`config.mk`:
```
export PLATFORM = sky130hd
export DESIGN_NAME = n_output_port_ctrl
export DESIGN_NICKNAME = d
export VERILOG_FILES = /design/src/rtl/noc_arb_pkg.sv /design/src/rtl/n_output_port_ctrl_credit_counter.sv /design/src/rtl/n_output_port_ctrl.sv
export SDC_FILE = /design/constraint.sdc
export NUM_CORES = 1
export LEC_CHECK = 0
export CAP_MARGIN = 20
export CORE_UTILIZATION = 55
export DETAILED_ROUTE_END_ITERATION = 12
export DONT_BUFFER_PORTS = 1
export GPL_TIMING_DRIVEN = 0
export PLACE_DENSITY = 0.7
export SLEW_MARGIN = 5
export SYNTH_ARGS = -nofsm -noshare
export SYNTH_HDL_FRONTEND = slang
export SYNTH_SLANG_ARGS = --single-unit
```
`constraint.sdc`:
```
create_clock -name clk -period 5.6 [get_ports clk]
set_input_delay 1.4 -clock clk [delete_from_list [all_inputs] [get_ports clk]]
set_output_delay 1.4 -clock clk [all_outputs]
set_load 0.01 [all_outputs]
```
`src/rtl/noc_arb_pkg.sv`:
```
// Shared types and helpers for the NoC output-port controllers and RR arbiters.
package noc_arb_pkg;

    typedef enum logic [2:0] {
        SEL_NONE = 3'd0,
        SEL_S    = 3'd1,
        SEL_W    = 3'd2,
        SEL_E    = 3'd3,
        SEL_L    = 3'd4
    } xbar_sel_t;

    typedef enum logic [1:0] {
        OPC_IDLE    = 2'd0,
        OPC_XFER    = 2'd1,
        OPC_RELEASE = 2'd2
    } opc_state_t;

    localparam int unsigned IDX_S  = 3;
    localparam int unsigned IDX_W  = 2;
    localparam int unsigned IDX_E  = 1;
    localparam int unsigned IDX_L  = 0;
    localparam int unsigned NUM_IN = 4;
    localparam int unsigned IDX_W_BITS = 2;

    // Crossbar code for an input index.
    function automatic xbar_sel_t sel_from_idx(input logic [IDX_W_BITS-1:0] idx);
        xbar_sel_t sel;
        case (idx)
            IDX_W_BITS'(IDX_S): sel = SEL_S;
            IDX_W_BITS'(IDX_W): sel = SEL_W;
            IDX_W_BITS'(IDX_E): sel = SEL_E;
            default:            sel = SEL_L;
        endcase
        return sel;
    endfunction

    // Index of the set bit of a one-hot grant vector (callers guarantee one-hot).
    function automatic logic [IDX_W_BITS-1:0] idx_from_onehot(input logic [NUM_IN-1:0] g);
        logic [IDX_W_BITS-1:0] idx;
        idx = IDX_W_BITS'(IDX_L);
        if (g[IDX_S]) idx = IDX_W_BITS'(IDX_S);
        if (g[IDX_W]) idx = IDX_W_BITS'(IDX_W);
        if (g[IDX_E]) idx = IDX_W_BITS'(IDX_E);
        return idx;
    endfunction

endpackage

```
`src/rtl/n_output_port_ctrl_credit_counter.sv`:
```
// Downstream credit counter: decrements on send, increments on returned credit.
module credit_counter
    import noc_arb_pkg::*;
#(
    parameter int unsigned CREDIT_DEPTH = 4,
    parameter int unsigned CNT_W        = 3
) (
    input  logic             clk,
    input  logic             reset,
    input  logic             dec_i,
    input  logic             inc_i,
    output logic [CNT_W-1:0] cnt_o,
    output logic             ovf_o
);

    localparam logic [CNT_W-1:0] MAX_CNT = CNT_W'(CREDIT_DEPTH);

    logic [CNT_W-1:0] cnt_q, cnt_d;
    logic             ovf_q, ovf_d;

    // Returns at full depth are dropped and flagged; send is gated upstream by cnt>0.
    always_comb begin
        cnt_d = cnt_q;
        ovf_d = ovf_q;
        if (dec_i && !inc_i) begin
            cnt_d = cnt_q - CNT_W'(1);
        end else if (inc_i && !dec_i) begin
            if (cnt_q == MAX_CNT) begin
                ovf_d = 1'b1;
            end else begin
                cnt_d = cnt_q + CNT_W'(1);
            end
        end
    end

    always_ff @(posedge clk) begin
        if (reset) begin
            cnt_q <= MAX_CNT;
            ovf_q <= 1'b0;
        end else begin
            cnt_q <= cnt_d;
            ovf_q <= ovf_d;
        end
    end

    assign cnt_o = cnt_q;
    assign ovf_o = ovf_q;

endmodule

```
`src/rtl/n_output_port_ctrl.sv`:
```
// North output-port controller: locks the north link to one granted input for a
// whole wormhole packet, drives crossbar select / buffer pops and tracks credits.
module n_output_port_ctrl
    import noc_arb_pkg::*;
#(
    parameter int unsigned CREDIT_DEPTH = 4,
    parameter int unsigned CNT_W        = 3
) (
    input  logic             clk,
    input  logic             reset,
    input  logic             rrp_n_priority_to_cs_i,
    input  logic             rrp_n_priority_s_i,
    input  logic             rrp_n_priority_w_i,
    input  logic             rrp_n_priority_e_i,
    input  logic             rrp_n_priority_l_i,
    input  logic [3:0]       in_valid_i,
    input  logic [3:0]       in_tail_i,
    input  logic             credit_return_i,
    output logic [3:0]       in_pop_o,
    output logic [2:0]       xbar_sel_o,
    output logic             n_flit_valid_o,
    output logic             rr_register_change_order_o,
    output logic [CNT_W-1:0] credit_cnt_o,
    output logic             grant_err_o,
    output logic             credit_ovf_o
);

    opc_state_t            state_q, state_d;
    logic [IDX_W_BITS-1:0] owner_q, owner_d;
    xbar_sel_t             xbar_sel_q, xbar_sel_d;
    logic                  change_q, change_d;
    logic                  grant_err_q, grant_err_d;

    logic [NUM_IN-1:0]     grant_vec;
    logic                  grant_onehot;
    logic                  grant_multi;
    logic [CNT_W-1:0]      credit_cnt;
    logic                  send_c;

    assign grant_vec    = {rrp_n_priority_s_i, rrp_n_priority_w_i,
                           rrp_n_priority_e_i, rrp_n_priority_l_i};
    assign grant_multi  = (grant_vec & (grant_vec - NUM_IN'(1))) != '0;
    assign grant_onehot = (grant_vec != '0) && !grant_multi;

    assign send_c = (state_q == OPC_XFER) && in_valid_i[owner_q] && (credit_cnt != '0);

    // Next-state and registered-output logic; change_order is registered so it
    // coincides exactly with the RELEASE cycle.
    always_comb begin
        state_d     = state_q;
        owner_d     = owner_q;
        xbar_sel_d  = xbar_sel_q;
        change_d    = 1'b0;
        grant_err_d = grant_err_q;
        case (state_q)
            OPC_IDLE: begin
                xbar_sel_d = SEL_NONE;
                if (rrp_n_priority_to_cs_i) begin
                    if (grant_onehot) begin
                        owner_d    = idx_from_onehot(grant_vec);
                        xbar_sel_d = sel_from_idx(idx_from_onehot(grant_vec));
                        state_d    = OPC_XFER;
                    end else if (grant_multi) begin
                        grant_err_d = 1'b1;
                    end
                end
            end
            OPC_XFER: begin
                if (send_c && in_tail_i[owner_q]) begin
                    state_d    = OPC_RELEASE;
                    xbar_sel_d = SEL_NONE;
                    change_d   = 1'b1;
                end
            end
            OPC_RELEASE: begin
                state_d    = OPC_IDLE;
                xbar_sel_d = SEL_NONE;
            end
            default: begin
                state_d    = OPC_IDLE;
                xbar_sel_d = SEL_NONE;
            end
        endcase
    end

    always_ff @(posedge clk) begin
        if (reset) begin
            state_q     <= OPC_IDLE;
            owner_q     <= '0;
            xbar_sel_q  <= SEL_NONE;
            change_q    <= 1'b0;
            grant_err_q <= 1'b0;
        end else begin
            state_q     <= state_d;
            owner_q     <= owner_d;
            xbar_sel_q  <= xbar_sel_d;
            change_q    <= change_d;
            grant_err_q <= grant_err_d;
        end
    end

    // Pop the owner's buffer in the same cycle the flit crosses the link.
    always_comb begin
        in_pop_o = '0;
        if (send_c) begin
            in_pop_o[owner_q] = 1'b1;
        end
    end

    credit_counter #(
        .CREDIT_DEPTH (CREDIT_DEPTH),
        .CNT_W        (CNT_W)
    ) u_credit_counter (
        .clk   (clk),
        .reset (reset),
        .dec_i (send_c),
        .inc_i (credit_return_i),
        .cnt_o (credit_cnt),
        .ovf_o (credit_ovf_o)
    );

    assign xbar_sel_o                 = xbar_sel_q;
    assign n_flit_valid_o             = send_c;
    assign rr_register_change_order_o = change_q;
    assign credit_cnt_o               = credit_cnt;
    assign grant_err_o                = grant_err_q;

endmodule

```
# Yosys cells after proc, flatten, opt, wreduce, memory -nomap -nowiden
# Cells that the tools add are included.
# totals
in_bits	16
word_cells	72
output_inout_bits	14
regBits	13
# op_classes
n_eq_ne	9
add_sub_neg	3
bitwise_logic	4
magnitude_cmp	2
n_mux	26
n_reduce_logical	21
# op_table
cell	count
2-bit 2-to-1 mux	9
3-bit 2-to-1 mux	6
3-bit case mux with 3 select lines	1
3-bit AND reduction	3
4-bit nonzero test	2
1-bit logical AND	7
3-bit case mux with 2 select lines	1
4-bit bitwise AND	1
1-bit binary-select mux with 2-bit select	2
2-bit by 1-bit equality test with 1-bit output (second input constant)	2
2-bit equality test (second input constant)	2
1-bit 2-to-1 mux	4
4-bit 2-to-1 mux	1
2-bit by 1-bit != test with 1-bit output (second input constant)	2
2-bit != test (second input constant)	2
2-bit case mux with 2 select lines	1
4-bit AND reduction	1
4-bit by 1-bit subtractor with 4-bit output (second input constant)	1
3-bit by 1-bit adder with 3-bit output (second input constant)	1
3-bit equality test (second input constant)	1
1-bit zero test	3
2-bit by 3-bit < comparator with 1-bit output (second input constant)	1
1-bit NOT	3
3-bit nonzero test	1
7 further kinds	7

# Logic depth before layout (Yosys ltp)
# Gate-level depths: netlist (run 1).
# depth
word_depth	13
mapped_depth	11
ltp_nobuf	10

# Hierarchy
# A second synthesis (run 1) with hierarchy kept.
# unflattened
cells_unflattened	93
hier_area_um2	820.8
# by_module_without_submodules
mod	cells_per_inst	instances	area_per_inst_um2	seq_area_each_um2
n_output_port_ctrl	67	1	586.8	180.2
credit_counter	26	1	234.0	80.1

# Least setup slack after synthesis (run 1)
# OpenSTA, ideal clock, no wires.
# synth_path
path_kind	in2out
start	in in_valid_i[3]
end	out in_pop_o[0]
slack_ns	2.175
cell_stages	4
arrival_ns	2.025
path_buffers	0
t_required_ns	4.200
cell_sequence	mux2i_1 nor2_2 o21ai_2 nor3_1
# synth_between
elab_chain_cells	5
# synth_lines
item	line_no	rtl
start: declaration	n_output_port_ctrl.sv:16	input logic [3:0] in_valid_i,
1-bit binary-select mux with 2-bit select	n_output_port_ctrl.sv:45	assign send_c = (state_q == OPC_XFER) && in_valid_i[owner_q] && (credit_cnt != '0);
1-bit 2-to-1 mux (not written as such)	n_output_port_ctrl.sv:45	
1-bit logical AND (2 in series)	n_output_port_ctrl.sv:45	
4-bit 2-to-1 mux	n_output_port_ctrl.sv:105	if (send_c) begin
end: declaration	n_output_port_ctrl.sv:19	output logic [3:0] in_pop_o,
# No other way between the ends. The select of a mux whose other input is x is not followed.

# Worst setup path in the final report (run 1)
# layout_path
start	in in_valid_i[2]
end	out n_flit_valid_o
# layout_between
elab_chain_cells	4
# layout_lines
item	line_no	rtl
1-bit binary-select mux with 2-bit select	n_output_port_ctrl.sv:45	
1-bit 2-to-1 mux (not written as such)	n_output_port_ctrl.sv:45	
1-bit logical AND (2 in series)	n_output_port_ctrl.sv:45	
end: declaration	n_output_port_ctrl.sv:21	output logic n_flit_valid_o,
# No other way between the ends. The select of a mux whose other input is x is not followed.

==> results of run 1 <==
-- kinds of logic (layout without fill, tap and decap cells) --
kind of cell / after synthesis / in the layout / share of synthesized area (%)
DFF: 13 / 13 / 30.3
muxes: 4 / 4 / 4.66
AOI/OAI and AO/OA: 25 / 25 / 23.0
adders and majority gates: 5 / 5 / 7.86
xor gates and xnor gates: 4 / 4 / 4.95
and+or+nand+nor: 30 / 30 / 20.5
buffers and inverters: 16 / 20 / 8.73
-- power groups by stage --
stage	clock network [W]	logic, W	registers (W)
finish	0.0000573	0.0000343	0.000100
global route	0.0000638	0.0000385	0.000101
CTS	0.0000598	0.0000343	0.000100
detailed placement	0	0.0000342	0.000102
global placement	0	0.0000329	0.000102
floorplan	0	0.0000288	0.000102
-- layout by cell type (no fill, tap or decap), types with 2 or more instances in the layout --
master,synthesis,routed
a2111oi_1,2,2
a21oi_1,7,7
a22o_1,2,2
buf_2,3,3
clkbuf_1,1,2
clkbuf_4,0,3
dfxtp_1,13,13
ha_1,3,3
inv_1,10,10
mux2i_1,4,4
nand2_1,2,2
nor2_1,9,9
nor3_1,10,10
o21a_1,3,3
o21ai_0,2,2
xor2_1,2,2
-- flip-flops by register name, summed over array words and instances, names as in the netlist --
register                    flops
u_credit_counter.cnt_o          3
u_credit_counter.ovf_o          1
owner_q                         2
xbar_sel_o                      3
grant_err_o                     1
state_q                         2
rr_register_change_order_o      1
-- area by class of cell --
class / count / area [um2]
multi-input cells: 68 / 524
clock buffers: 4 / 26.3
fillers: 118 / 478
inverters: 10 / 37.5
plain buffers: 6 / 37.5
flip-flops and latches: 13 / 260
well taps: 15 / 18.8
-- through the flow --
stage          instances  setup slack, ps  power, W
2_1_floorplan         97             2170  0.000130
3_3_place_gp         112             2080  0.000135
3_5_place_dp         112             2040  0.000136
4_1_cts              116             2040  0.000194
5_1_grt              116             1940  0.000203
6_report             116             2030  0.000192
-- layer usage --
| metal | global-route usage, % | vias to the layer above | share of wire, % |
|---|---|---|---|
| met5 | 0 | - | 0 |
| met4 | 7.74 | 0 | 1.5 |
| met3 | 6.96 | 5 | 8.5 |
| met2 | 32.2 | 28 | 45 |
| met1 | 26.9 | 321 | 45 |
| li1 | - | 353 | - |
-- path summary, 6_finish.rpt --
check,to,cells past startpoint,start
max,n_flit_valid_o,4,in_valid_i[2]
min,grant_err_o$_SDFFE_PP0P_,1,grant_err_o$_SDFFE_PP0P_
max reg2reg,u_credit_counter.cnt_o[0]$_SDFFE_PP0P_,10,owner_q[1]$_SDFFE_PP0P_
min reg2reg,grant_err_o$_SDFFE_PP0P_,1,grant_err_o$_SDFFE_PP0P_
==> metrics, run 1 <==
status finished clean; pwr dens 212 mW/mm2; FP Rows 13; post-synth top area share 30.3%; Sw Ratio 28.6%; Worst-path clk slew around 70 ps; Syn. warnings 0; syn nets 117; Slew Limit Fails 0; nets 122; upper clock frequency limit ~280 MHz; Routed Antenna Nets 0; Leak ~0.32 nW; clock tree buffer depth 2; Switch Pwr roughly 0.000055 W; total negative setup slack 0 ps; Layout area overhead 5.24%; vias in the first global route about 600; P_int 0.000137 W; mapped cell area 860 um2; slowest CP cell o21ai_2; Hold Slack 545 ps; RSZ-0062 raised after global routing no; initial core utilization 62.2%; kind of critical path primary input to primary output; first-pass GRT wire length 2780 um; ranking of synthesized cells by area dfxtp_1 (30%), nor3_1 (5.8%), mux2i_1 (4.7%), ha_1 (4.4%), inv_1 (4.4%); WP data required 4200 ps; Port-buffer cells 0; Comb power frac approximately 18%; Iteration-0 DRC Markers 21; Crit path largest cell delay 320 ps; IO Count 30; routability cong. 0.784; final hold vios 0; grt ovf 0; core area 0.00138 mm2; Worst slew margin 50.7%; post-DP HPWL 1280 um; drt total wl 1640 um; design area 905 um2; Routed WL per cell 14.2 um; GRT Total Usage 20.9%; sequential share of power between 50% and 60%; latest clock arrival within the worst-skew pair 280 ps; Layout Skew slightly below 8 ps; CTS Hold Bufs 0; DRC 0; Hold Path Class flip-flop to flip-flop; synth cell count leaders dfxtp_1 (13), inv_1 (10), nor3_1 (10); Placed Area 878 um2; min Tclk post-route 3570 ps; most numerous cell in the Yosys netlist dfxtp_1; Synth cell types 39; H-tree depth 1; largest area contributor in the netlist dfxtp_1; cts bufs inserted 3; Final Util 65.4%; final setup violating endpoints 0; Worst setup SP type primary input; CTS tree yes; total clock sinks 13; iteration count of the initial detailed-routing pass 4; via count 707; ys async rst share 0%; EDFF count, synth 0; clock share of power 29.9%; Max-Cap Viols 0; Worst Path Arrival 2170 ps; antenna cell count 0; Synth Area per Inst approximately 9 um2; register area share after synthesis 30.3%; worst-path cell chain mux2i_1 -> nor2_1 -> o21ai_2 -> inv_1; cells after synthesis between 90 and 100; R2R Setup Slk 2980 ps; initial antenna violation count 0; crit-path max FO 8; Crit path buffers/inverters 1; critical path endpoint category primary output; Worst-Margin Slew around 730 ps; via/cell ratio approximately 6; final worst-path cycle share 63.7%; Root Driver clkbuf_4; # resized after CTS 0; Post-synth top flop dfxtp_1; Post-CTS Setup Inserts 0; register bit total from synthesis 13; share of layout cells above drive strength 1 about 16%; Die Span Y 41.5 um; Die Width 41.5 um; peak supply drop approximately 130 uV; largest net degree at the start of global routing 11; die area 0.00173 mm2; CP delay by family, top compound AO/OA/AOI/OAI gates
Note: power is estimated with default switching activity, not from simulation.
==> run 2, diff against run 1 <==
--- a/config.mk
+++ b/config.mk
@@ -6,11 +6,11 @@
 export NUM_CORES = 1
 export LEC_CHECK = 0
 export CAP_MARGIN = 20
-export CORE_UTILIZATION = 55
+export CORE_UTILIZATION = 54
 export DETAILED_ROUTE_END_ITERATION = 12
 export DONT_BUFFER_PORTS = 1
 export GPL_TIMING_DRIVEN = 0
-export PLACE_DENSITY = 0.7
+export PLACE_DENSITY = 0.72
 export SLEW_MARGIN = 5
 export SYNTH_ARGS = -nofsm -noshare
 export SYNTH_HDL_FRONTEND = slang
==> constraint.sdc (replaced) <==
create_clock -name clk -period 3.2 [get_ports clk]
set_input_delay 0.8 -clock clk [delete_from_list [all_inputs] [get_ports clk]]
set_output_delay 0.8 -clock clk [all_outputs]
set_load 0.01 [all_outputs]
==> run 2 against run 1 <==
  * Design area up 0.28%
  * Utilization down 4.5 points
  * Final cell count up 0.86%
  * Critical path depth up 6
  * Clock power up 83%
  * Sequential share of layout area down 0.079 points
  * Critical endpoint is now u_credit_counter.cnt_o[2]$_SDFFE_PP1P_
==> metrics, run 2 (synthesized netlist as in run 1, its figures left out) <==
met3 usage 9.13% (+2.2 points); final setup violating endpoints 0 (unchanged); first-pass GRT wire length 2820 um (+1.5%); cts bufs inserted 3 (unchanged); total clock sinks 13 (unchanged); critical path endpoint category flip-flop; kind of critical path flip-flop to flip-flop; Leak 0.326 nW (+0.84%); Hold Path Class flip-flop to flip-flop; Port-buffer cells 0 (unchanged); min Tclk post-route ~2500 ps; Hold Slack 552 ps (+6.79 ps); initial antenna violation count 0 (unchanged); iteration count of the initial detailed-routing pass 4 (unchanged); Worst Path Arrival 2640 ps (+470 ps); final hold vios 0 (unchanged); most frequent cells in the layout dfxtp_1 (13), inv_1 (10), nor3_1 (10), nor2_1 (9), a21oi_1 (7); WP data required 3350 ps (-850 ps); Slew Limit Fails 0 (unchanged); upper clock frequency limit 402 MHz; initial core utilization 57.7% (-4.4 points); worst-path cell chain inv_1 -> nor2_2 -> o21ai_2 -> inv_1 -> ha_1 -> inv_1 -> fa_1 -> xor2_1 -> o31ai_1 -> o311ai_0; Die Width 41.9 um (+0.87%); status finished clean; routability cong. 0.817 (+4.1%); pwr dens 376 mW/mm2 (+77%); Crit path largest cell delay 480 ps (+160 ps); GR met1 Demand/Resource 25.5% (-1.4 points); met2 layer usage reported by global route 35.0% (+2.8 points); grt ovf 0 (unchanged); GRT Total Usage 21.1% (+0.22 points); Worst setup SP type flip-flop; Die Span Y 41.9 um (+0.87%); CTS tree yes; Crit path buffers/inverters 3 (+2); most common library cell in the layout ignoring fill and taps dfxtp_1; CP delay by family, top adder cells; Layout Skew 0.787 ps (-6.99 ps); slowest CP cell dfxtp_1; CTS Hold Bufs 0 (unchanged); drt total wl 1740 um (+6.1%); GRT busiest layer met2; Layout area overhead 5.53%; Iteration-0 DRC Markers 12 (-43%); vias in the first global route 644 (+4.7%); H-tree depth 1 (unchanged); IO Count 30 (unchanged); Root Driver clkbuf_4; nets 122 (unchanged); total negative setup slack 0 ps (unchanged); DRC 0 (unchanged); Post-CTS Setup Inserts 0 (unchanged); core area 0.00149 mm2 (+7.7%); # resized after CTS 0 (unchanged); cell mode on critical path inv_1; Worst-path clk slew 80 ps (about the same); crit-path max FO 8 (unchanged); Routed Antenna Nets 0 (unchanged); latest clock arrival within the worst-skew pair 280 ps (about the same); Routed WL per cell 14.9 um (+5.2%); post-DP HPWL 1360 um (+6.4%); FP Rows 14 (+1); final worst-path cycle share 77.7%; peak supply drop 277 uV (+120%); RSZ-0062 raised after global routing no; Max-Cap Viols 0 (unchanged); antenna cell count 0 (unchanged); via count 728 (+3.0%); Worst-Margin Slew 620 ps (-109 ps); share of layout cells above drive strength 1 16.8% (+0.99 points); Worst slew margin 58.1% (+7.4 points); largest net degree at the start of global routing 11 (unchanged); via/cell ratio 6.22 (+2.1%); clock tree buffer depth 2 (unchanged); die area 0.00176 mm2 (+1.7%)
run 2: changes by cell type in the layout (fill, tap and decap cells not counted), sizes merged:
cell / previous run / this run
clkbuf: 5 / 4
clkinv: 0 / 1
run 2: final cells by class:
| class | count | area [um2] |
|---|---|---|
| Tap cell | 16 | 20.0 |
| Clock buffer | 3 | 22.5 |
| Fill cell | 145 | 582 |
| Multi-Input combinational cell | 68 | 524 |
| Inverter | 10 | 37.5 |
| Clock inverter | 1 | 5.00 |
| Sequential cell | 13 | 260 |
| Buffer | 6 | 37.5 |
run 2: stage by stage:
| step | power [W] | cell area [um2] | util [%] | setup slack, ps | cells |
|---|---|---|---|---|---|
| floorplan | 0.000228 | 860 | - | 709 | 97 |
| global placement | 0.000237 | 880 | 59.1 | 471 | 113 |
| detailed placement | 0.000240 | 880 | 59.1 | 431 | 113 |
| CTS | 0.000342 | 907 | 60.9 | 708 | 117 |
| global route | 0.000357 | 907 | 60.9 | 463 | 117 |
| finish | 0.000341 | 907 | 60.9 | 712 | 117 |
run 2: final timing paths:
check	from	end	slack, ps	cells after the start
max reg2reg	owner_q[0]$_SDFFE_PP0P_	u_credit_counter.cnt_o[2]$_SDFFE_PP1P_	710	10
min reg2reg	xbar_sel_o[1]$_SDFFE_PP0P_	xbar_sel_o[1]$_SDFFE_PP0P_	550	1
min	xbar_sel_o[1]$_SDFFE_PP0P_	xbar_sel_o[1]$_SDFFE_PP0P_	550	1
max	owner_q[0]$_SDFFE_PP0P_	u_credit_counter.cnt_o[2]$_SDFFE_PP1P_	710	10
run 2: routing by layer:
layer  part of all wire, %  wire length [um]  up-vias
met1                    45               781      348
li1                      -                 -      352
met5                     0                 0        -
met3                   7.4               129        0
met4                     0                 0        0
met2                    48               831       28
run 2: power breakdown:
group	internal, W	leakage [nW]	switching, W
registers	0.000168	0.106	0.00000761
logic	0.0000235	0.203	0.0000369
clock network	0.0000464	0.0177	0.0000584
==> run 3, diff against run 2 <==
==> constraint.sdc (replaced) <==
create_clock -name clk -period 2.1 [get_ports clk]
set_input_delay 0.525 -clock clk [delete_from_list [all_inputs] [get_ports clk]]
set_output_delay 0.525 -clock clk [all_outputs]
set_load 0.01 [all_outputs]
==> run 3 against run 2 <==
  * Sequential power grew 53%
  * Design area grew 11%
  * Critical path type unchanged
  * Die area is the same
  * Clock power grew 43%
  * Largest power group unchanged
  * Register-to-register slack lost 650 ps
  * Flip-flop and latch count is the same
  * Total power grew 54%
  * Utilization grew 6.6 points
  * Via count shrank 2.7%
  * First-iteration DRC count shrank 50%
==> metrics, run 3 (synthesized netlist as in run 1, its figures left out) <==
grt ovf 0 (unchanged); clock tree buffer depth 2 (unchanged); initial antenna violation count 0 (unchanged); RSZ-0062 raised after global routing yes; R2R Setup Slk 60 ps (-650 ps); initial core utilization 57.7% (unchanged); final hold vios 0 (unchanged); share of layout cells above drive strength 1 33.7% (+17 points); CTS Hold Bufs 0 (unchanged); DRC 0 (unchanged); Routed Antenna Nets 0 (unchanged); Worst setup SP type flip-flop; CP delay by family, top adder cells; core area 0.00149 mm2 (unchanged); first-pass GRT wire length 2750 um (-2.4%); worst-path cell chain mux2i_2 -> nor2_4 -> o21ai_4 -> inv_2 -> ha_4 -> inv_2 -> fa_2 -> nor3_1 -> a21oi_1 -> nor2_1; total clock sinks 13 (unchanged); CTS tree yes; largest net degree at the start of global routing 11 (unchanged); most frequent cells in the layout nor3_1 (10), inv_1 (8), dfxtp_1 (8), a21oi_1 (7), nor2_1 (7); peak supply drop 346 uV (+25%); min-delay src owner_q[0]$_SDFFE_PP0P_; slowest CP cell dfxtp_4; Layout area overhead 17.0%; Worst-path clk slew 80 ps (about the same); kind of critical path flip-flop to flip-flop; Max-Cap Viols 0 (unchanged); latest clock arrival within the worst-skew pair 270 ps (about the same); Layout Skew 0.774 ps (-0.0128 ps); IO Count 30 (unchanged); final worst-path cycle share 97.1% (+19 points); Leak 0.346 nW (+6.0%); FP Rows 14 (unchanged); Root Driver clkbuf_4; Crit path buffers/inverters 2 (-1); via count 708 (-2.7%); vias in the first global route 666 (+3.4%); via/cell ratio 5.90 (-5.2%); final setup violating endpoints 0 (unchanged); status finished clean; Hold Path Class flip-flop to flip-flop; post-DP HPWL 1280 um (-6.0%); Die Width 41.9 um (unchanged); routability cong. 0.807 (-1.2%); crit-path max FO 8 (unchanged); critical path endpoint category flip-flop; # fillers 121 (-17%); Routed WL per cell 14.0 um (-5.7%); total negative setup slack 0 ps (unchanged); nets 125 (+2.5%); upper clock frequency limit 490 MHz (+22%); # placed instances 113 (unchanged); Crit path largest cell delay 420 ps (-60 ps); Worst-Margin Slew 480 ps (-140 ps); antenna cell count 0 (unchanged); cell mode on critical path inv_2; most common library cell in the layout ignoring fill and taps nor3_1; worst r2r src owner_q[1]$_SDFFE_PP0P_; iteration count of the initial detailed-routing pass 4 (unchanged); final std cells w/o fill 120 (+2.6%); Slew Limit Fails 0 (unchanged); GRT Total Usage 20.4% (-0.71 points); Iteration-0 DRC Markers 6 (-6); Worst slew margin 68.0% (+9.9 points); H-tree depth 1 (unchanged); cts bufs inserted 3 (unchanged); pwr dens 521 mW/mm2 (+39%); Die Span Y 41.9 um (unchanged); min Tclk post-route 2040 ps (-448 ps); drt total wl 1680 um (-3.3%); Worst Path Arrival 2240 ps (-400 ps); die area 0.00176 mm2 (unchanged); WP data required 2300 ps (-1050 ps); worst setup path start owner_q[1]$_SDFFE_PP0P_; Port-buffer cells 0 (unchanged)
[run 3: power breakdown]
part	internal, W	total, W	switching, W
Combinational	0.0000460	0.000106	0.0000604
Clock	0.0000734	0.000150	0.0000767
Sequential	0.000255	0.000267	0.0000128
[run 3: final timing paths]
path                                                          endpoint  depth (start not counted)
worst max-delay path            u_credit_counter.cnt_o[1]$_SDFFE_PP0P_                         10
worst min-delay path                           owner_q[0]$_SDFFE_PP0P_                          1
worst max register to register  u_credit_counter.cnt_o[1]$_SDFFE_PP0P_                         10
worst min register to register                 owner_q[0]$_SDFFE_PP0P_                          1
[run 3: cell type report]
| class | instances | area, um2 | share of cell area (%) |
|---|---|---|---|
| Inverter | 10 | 37.5 | 3.73 |
| Tap cell | 16 | 20.0 | 1.99 |
| Multi-Input combinational cell | 68 | 594 | 59.1 |
| Sequential cell | 13 | 272 | 27.0 |
| Timing Repair Buffer | 4 | 30.0 | 2.99 |
| Clock buffer | 4 | 26.3 | 2.61 |
| Buffer | 5 | 26.3 | 2.61 |
[run 3: metal layers]
layer / GRT usage [%] / wire (um)
met1: 26.3 / 759
met2: 31.3 / 806
met3: 5.65 / 108
met4: 9.68 / 10
met5: 0 / 0
[run 3: timing repair]
action / CTS / global route
setup buffers: 2 / 2
cloned: 0 / 0
pin swaps: 2 / 1
endpoints found under the setup margin: 4 / 7
gates resized for setup: 8 / 10
[run 3: stage by stage]
stage          total power [W]  setup WS [ps]  area [um2]  hold WS [ps]  utilization, %
2_1_floorplan         0.000353          -24.0         883           502               -
3_3_place_gp          0.000367           -252         903           523            60.7
3_5_place_dp          0.000370           -244         903           526            60.7
6_report              0.000524           60.7        1010           535            67.6
4_1_cts               0.000524           1.64         966           544            64.9
5_1_grt               0.000558          -39.4        1010           554            67.6
